**src/rtl/mem_request_arbiter.sv**
```systemverilog
// Shares one single-ported RAM between the fetch and load/store paths.
// One access at a time, registered RAM strobes, timeout on a hung RAM.
module mem_request_arbiter #(
   parameter int TIMEOUT = 16
) (
   input  logic        clk,
   input  logic        nRST,
   input  logic        imem_ren,
   input  logic [31:0] imem_addr,
   input  logic        dmem_ren,
   input  logic        dmem_wen,
   input  logic [31:0] dmem_addr,
   input  logic [31:0] dmem_store,
   input  logic        ram_ready,
   input  logic [31:0] ram_load,
   output logic        ram_ren,
   output logic        ram_wen,
   output logic [31:0] ram_addr,
   output logic [31:0] ram_store,
   output logic [31:0] imem_load,
   output logic [31:0] dmem_load,
   output logic        i_ready,
   output logic        d_ready,
   output logic        bus_err
);

   typedef enum logic [1:0] {
      IDLE,
      DATA,
      INSTR,
      RESP
   } state_t;

   localparam int CW = $clog2(TIMEOUT + 1);
   localparam logic [CW-1:0] CMAX = CW'(TIMEOUT - 1);
   localparam logic [31:0] ERR_WORD = 32'hDEAD_BEEF;

   state_t        state;
   logic [CW-1:0] cnt;
   logic          last_grant;
   logic          is_wr;

   logic dreq;
   logic ireq;
   logic gnt_d;
   logic expired;

   assign dreq    = dmem_ren | dmem_wen;
   assign ireq    = imem_ren;
   // Data wins a tie unless it also won the previous grant.
   assign gnt_d   = dreq & (~ireq | ~last_grant);
   assign expired = ~ram_ready & (cnt == CMAX);

   // Arbitration, access sequencing and response pulse.
   always_ff @(posedge clk) begin
      if (!nRST) begin
         state      <= IDLE;
         cnt        <= '0;
         last_grant <= 1'b0;
         is_wr      <= 1'b0;
         ram_ren    <= 1'b0;
         ram_wen    <= 1'b0;
         ram_addr   <= '0;
         ram_store  <= '0;
         imem_load  <= '0;
         dmem_load  <= '0;
         i_ready    <= 1'b0;
         d_ready    <= 1'b0;
         bus_err    <= 1'b0;
      end else begin
         unique case (state)
            IDLE: begin
               if (dreq | ireq) begin
                  cnt        <= '0;
                  last_grant <= gnt_d;
                  if (gnt_d) begin
                     ram_addr  <= dmem_addr;
                     ram_store <= dmem_store;
                     ram_wen   <= dmem_wen;
                     ram_ren   <= ~dmem_wen;
                     is_wr     <= dmem_wen;
                     state     <= DATA;
                  end else begin
                     ram_addr <= imem_addr;
                     ram_ren  <= 1'b1;
                     ram_wen  <= 1'b0;
                     is_wr    <= 1'b0;
                     state    <= INSTR;
                  end
               end
            end
            DATA, INSTR: begin
               if (ram_ready | expired) begin
                  ram_ren <= 1'b0;
                  ram_wen <= 1'b0;
                  bus_err <= expired;
                  i_ready <= (state == INSTR);
                  d_ready <= (state == DATA);
                  if (state == INSTR)
                     imem_load <= ram_ready ? ram_load : ERR_WORD;
                  else if (!is_wr)
                     dmem_load <= ram_ready ? ram_load : ERR_WORD;
                  state <= RESP;
               end else begin
                  cnt <= cnt + 1'b1;
               end
            end
            RESP: begin
               i_ready <= 1'b0;
               d_ready <= 1'b0;
               bus_err <= 1'b0;
               state   <= IDLE;
            end
            default: state <= IDLE;
         endcase
      end
   end

endmodule

```
**config.mk**
```make
export PLATFORM = sky130hd
export DESIGN_NAME = mem_request_arbiter
export DESIGN_NICKNAME = d
export VERILOG_FILES = /design/src/rtl/mem_request_arbiter.sv
export SDC_FILE = /design/constraint.sdc
export NUM_CORES = 1
export LEC_CHECK = 0
export CAP_MARGIN = 30
export CORE_ASPECT_RATIO = 1.75
export CORE_MARGIN = 4
export CORE_UTILIZATION = 41
export CTS_CLUSTER_SIZE = 30
export DETAILED_ROUTE_END_ITERATION = 8
export GPL_TIMING_DRIVEN = 0
export PLACE_DENSITY = 0.8
export SKIP_LAST_GASP = 1
export SYNTH_ARGS = -nofsm -noshare
export SYNTH_HDL_FRONTEND = slang
export SYNTH_SLANG_ARGS = --single-unit
```
**constraint.sdc**
```tcl
create_clock -name clk -period 2.8 [get_ports clk]
set_input_delay 0.56 -clock clk [delete_from_list [all_inputs] [get_ports clk]]
set_output_delay 0.56 -clock clk [all_outputs]
set_load 0.005 [all_outputs]
```
== Yosys cells after proc, flatten, opt, wreduce, memory -nomap -nowiden ==
Index checks and enable logic that the tools add are counted.
W data, S select, Z words.

* Add/subtract/negate cells: 1
* Eq/ne operators: 7
* Mux-type cells: 22
* Bitwise operators: 12
* Reductions and logical operators: 12

{| class="wikitable"
|+ Operator list
! kind !! number
|-
| $mux W32 || 2
|-
| $reduce_and A3 Y1 || 4
|-
| $mux W5 || 2
|-
| $pmux W1 S2 || 5
|-
| $pmux W5 S2 || 1
|-
| $mux W1 || 8
|-
| $mux W2 || 3
|-
| $ne A2 B2 Y1 const B || 3
|-
| $not A1 Y1 || 6
|-
| $pmux W2 S3 || 1
|-
| $reduce_and A2 Y1 || 3
|-
| $add A5 B1 Y5 const B || 1
|-
| $eq A5 B4 Y1 const B || 1
|-
| $eq A2 B2 Y1 const B || 2
|-
| $or A1 B1 Y1 || 4
|-
| $reduce_and A4 Y1 || 1
|-
| $reduce_bool A2 Y1 || 2
|-
| $and A1 B1 Y1 || 2
|-
| $eq A2 B1 Y1 const B || 1
|-
| $logic_not A2 Y1 || 1
|-
| $reduce_or A2 Y1 || 1
|}

* Logic and storage cells: 67
* Register bits: 142
* Output and inout bits: 133
* Input bits: 134

== Logic depth before layout (Yosys ltp) ==
* Word-level depth: 6
* Mapped depth: 9

== Least setup slack after synthesis ==
Ideal clock, no wire load.

* Kind: register to register
* Start point: register cnt[0]
* End point: register cnt[2]
* Period minus slack after synthesis: 2.069 ns
* Cell stages (with the launch flop): 9
* Data required time: 2.726 ns
* Setup time: 0.074 ns
* Slack: 0.731 ns
* Arrival: 1.994 ns
* Cells stage by stage: dfxtp_1 > ha_1 > and3_1 > ha_1 > buf_6 > or3b_1 > buf_2 > or4_1 > a31oi_1

* Word-level cells in the longest chain between the ends: 5
* Elaborated cells on any way between the ends: 8

{| class="wikitable"
|+ Ends and longest elaborated chain
! element !! RTL line !! RTL
|-
| from (decl) || 39 || <nowiki>logic [CW-1:0] cnt;</nowiki>
|-
| from (signal assigned) || 105 || <nowiki>cnt <= cnt + 1'b1;</nowiki>
|-
| branches (longest 5 deep; another with $add A5 B1 Y5) || - ||
|}

Parallel ways; which one is timed is not known. The select of a mux whose other input is x is not followed.
A chain may end at the register's enable or synchronous reset.

== Worst setup path in the final report ==
* Start point: register cnt[0]
* End point: register dmem_load[26]

* Word-level cells in the longest chain between the ends: 4

{| class="wikitable"
|+ Ends and longest elaborated chain
! element !! RTL line !! RTL
|-
| $eq A5 B4 Y1 || 52 || <nowiki>assign expired = ~ram_ready & (cnt == CMAX);</nowiki>
|-
| $and A1 B1 Y1 || 52 ||
|-
| $or A1 B1 Y1 || 93 || <nowiki>if (ram_ready | expired) begin</nowiki>
|-
| $reduce_and A4 Y1 (no source line) || - ||
|-
| to (signal assigned) || 102 || <nowiki>dmem_load <= ram_ready ? ram_load : ERR_WORD;</nowiki>
|-
| to (decl) || 21 || <nowiki>output logic [31:0] dmem_load,</nowiki>
|}

Every way passes these cells.

==> qor.csv <==
stage;metric;value;unit
die;io-pin-count;267;
die;start_util;42.19;%
routing;wl;21.12;mm
worst_setup_path;slowest_stage;o21ai_1;
routing;ant_nets;0;
synth;netlist_instances;683;
synth;synth_cell_types;44;
cts;clk_latency;0.42;ns
routing;first_iter_violations;200;
pwr;powerDensity;921.8;nW/µm²
flow_run;max-cap-violations;0;
worst_setup_path;cpMostUsedCell;ha_1;
status;status;complete, no violations;
cts;numCtsBuffers;17;
cts;cts.sinks;142;
timing;slew_viol_final;0;
cts;ctsLongestPathBuffers;2;
cells_and_area;nNetsFinal;1105;
global_routing;grt_use_total;25.45;%
synth;ys_top_cells_by_area;dfxtp_1 50%, a21oi_1 13%, o21ai_0 6.7%, a211oi_1 6.4%, nand3_1 3.8%;
worst_setup_path;startpoint_type;flop;
worst_setup_path;r2r-start;cnt[0];
worst_setup_path;worstSetupPathType;reg2reg;
global_routing;antenna_found_initial;0;
die;core;13590;µm²
pwr;seq_power_share;33.3;%
pwr;switching_share;35.48;%
place;hpwl;16.08;mm
pwr;peakVddDrop;0.0006419;V
timing;setup_tns;0;ns
pwr;p_leak;3.246;nW
timing;hold_viol;0;
timing;setup_viol;0;
worst_setup_path;end_kind;flop;
hold_path;min_to;imem_load[14];
timing;fin_crit_sh;85.44;%
routing;wire_per_inst;18.35;µm
cts;cts_setup_buffers;0;
cells_and_area;drive_gt1_share;5.629;%
worst_setup_path;crit_buf_inv;2;
global_routing;grt_max_degree;17;
timing;fin_skew;0.008189;ns
worst_setup_path;path_delay_family;compound AO/OA/AOI/OAI gates;
synth;ys_warn_count;0;
global_routing;grt_pass1_vias;6152;
cells_and_area;fin_area;9144;µm²
hold_path;hold_class;reg2reg;
routing;viasPerCell;5.387;
routing;vias;6200;
synth;ys_seq_elements;142;
global_routing;grt_pass1_wl;32.55;mm
pwr;p_clk_share;25.9;%
synth;synth_area;5736;µm²
cts;cts-root-buf;clkbuf_16;
die;die_h;164.5;µm
timing;max_freq;0.4180;GHz
cells_and_area;layout_commonest_cell;clkdlybuf4s50_1;
pwr;p_sw;2.991;mW
synth;synth_edf_count;0;
pwr;combinationalPowerShare;40.8;%
place;port-buffer-count;262;
place;gp_congestion;0.8454;
hold_path;whs_path_depth;2;
timing;fin_ws;0.4078;ns
synth;synth_top_area_share;49.56;%
timing;rsz0062_at_grt;false;
place;dp_slack;0.3270;ns
synth;synth_top_flop_cell;dfxtp_1;
synth;seq_area_frac_synth;49.56;%
die;num_rows;56;
worst_setup_path;required;3.12;ns
global_routing;overflow;0;
worst_setup_path;cp_cell_sequence;ha_1 -> and3_1 -> ha_1 -> buf_6 -> o21ai_1 -> nor2_1 -> buf_2 -> a211oi_1;
place;placed_area;8576;µm²
cts;cts_resized;0;
routing;remaining_drc_errors;0;
cts;cts_tree;yes;
worst_setup_path;cpPeakStageDelay;0.44;ns
cts;h-tree-depth;4;
timing;worst_pin_slew;0.6416;ns
die;die_area;16020;µm²
die;fp.dieW;97.41;µm
synth;syn-num-nets;824;
cts;ctsHoldBuffers;0;
cells_and_area;n_antenna_cell;0;
synth;synth_top_area_cell;dfxtp_1;
cells_and_area;mostFrequentLayoutCells;262 x clkdlybuf4s50_1, 144 x a21oi_1, 142 x dfxtp_1;
cells_and_area;area_growth;59.42;%
timing;fin_crit;2.392;ns
worst_setup_path;cp_max_fo;10;
synth;syn_avg_cell_area;8.398;µm²
pwr;internal_power;5.438;mW
routing;first_pass_iters;5;
synth;synthArstFlopShare;0;%
worst_setup_path;ff2ff_path_depth;8;
cts;clk_pin_slew;0.06;ns
worst_setup_path;reg2reg_to;dmem_load[26];
worst_setup_path;rrSetupSlack;0.41;ns
hold_path;hp-start;imem_load[14];
worst_setup_path;cp.arrival;2.72;ns
timing;relSlewSlack;57.23;%
## sequential cells by signal (all words and copies together) (netlist names)
register,flops
dmem_load,32
cnt,5
d_ready,1
bus_err,1
i_ready,1
ram_addr,32
last_grant,1
ram_wen,1
state,2
ram_ren,1
imem_load,32
is_wr,1
ram_store,32
## worst max-delay path by stage
stage          cells past startpoint            end       from  slack [ns]
6_report                           8  dmem_load[26]     cnt[0]        0.41
3_3_place_gp                       6  dmem_load[26]  ram_ready        0.35
2_1_floorplan                      8         cnt[2]     cnt[0]        0.73
4_1_cts                            8  dmem_load[26]     cnt[0]        0.44
5_1_grt                            8  dmem_load[18]     cnt[0]        0.26
3_5_place_dp                       6  dmem_load[26]  ram_ready        0.33
## worst min-delay path, stage by stage (launching register included)
cell	delay (ns)
dfxtp_1	0.31
nand2_1	0.05
a21oi_1	0.05
## power groups by stage
stage,registers [mW],logic [mW],clock network [mW]
after floorplan,2.85,1.68,0
after global placement,2.82,3.39,0
after detailed placement,2.84,3.43,0
after CTS,2.80,3.46,2.21
after global routing,2.86,3.76,2.30
final,2.80,3.44,2.18
## cell families after synthesis
logic type / Yosys count / synth area share, %
AO/OA/AOI/OAI: 291 / 28.84
AND/OR/NAND/NOR: 167 / 14.51
flip-flops: 142 / 49.56
buffers and inverters: 75 / 5.388
adder cells (fa/ha/maj): 7 / 1.527
multiplexers: 1 / 0.1745
## cells in the mapped netlist, types with 2 or more instances
| cell type | count |
|---|---|
| a21oi_1 | 144 |
| dfxtp_1 | 142 |
| o21ai_0 | 77 |
| a211oi_1 | 49 |
| nand2_1 | 48 |
| clkbuf_1 | 45 |
| nand3_1 | 43 |
| nor2_1 | 30 |
| nor2b_1 | 24 |
| buf_2 | 16 |
| nand4_1 | 8 |
| ha_1 | 7 |
| buf_1 | 6 |
| inv_1 | 6 |
| a31oi_1 | 3 |
| nand2b_1 | 3 |
| o211ai_1 | 3 |
| o31ai_1 | 2 |
| or4_1 | 2 |
## area by class of cell
cell class / instances / area (µm²)
fillers: 1164 / 4449
flip-flops and latches: 142 / 2843
repair buffers: 262 / 2623
multi-input cells: 466 / 2584
clock buffers: 21 / 460.4
plain buffers: 68 / 282.8
well taps: 174 / 217.7
clock inverters: 11 / 107.6
inverters: 7 / 26.28
## per-layer routing
| layer | routed length [µm] | part of all wire (%) | GRT usage (%) | vias to the layer above |
|---|---|---|---|---|
| li1 | - | - | - | 3007 |
| met1 | 7733 | 37 | 26.75 | 2890 |
| met2 | 11280 | 53 | 47.19 | 234 |
| met3 | 994 | 4.7 | 4.734 | 69 |
| met4 | 1110 | 5.3 | 14.37 | 0 |
| met5 | 0 | 0 | 0 | - |
## through the flow
step	utilization (%)	total power, mW	cells	hold slack, ns
global route	67.27	8.927	1151	0.4775
finish	67.27	8.429	1151	0.4538
detailed placement	63.09	6.270	1119	0.4515
CTS	67.27	8.468	1151	0.4598
floorplan	-	4.529	683	0.4382
global placement	63.09	6.209	1119	0.4431
(Power assumes the default switching activity.)
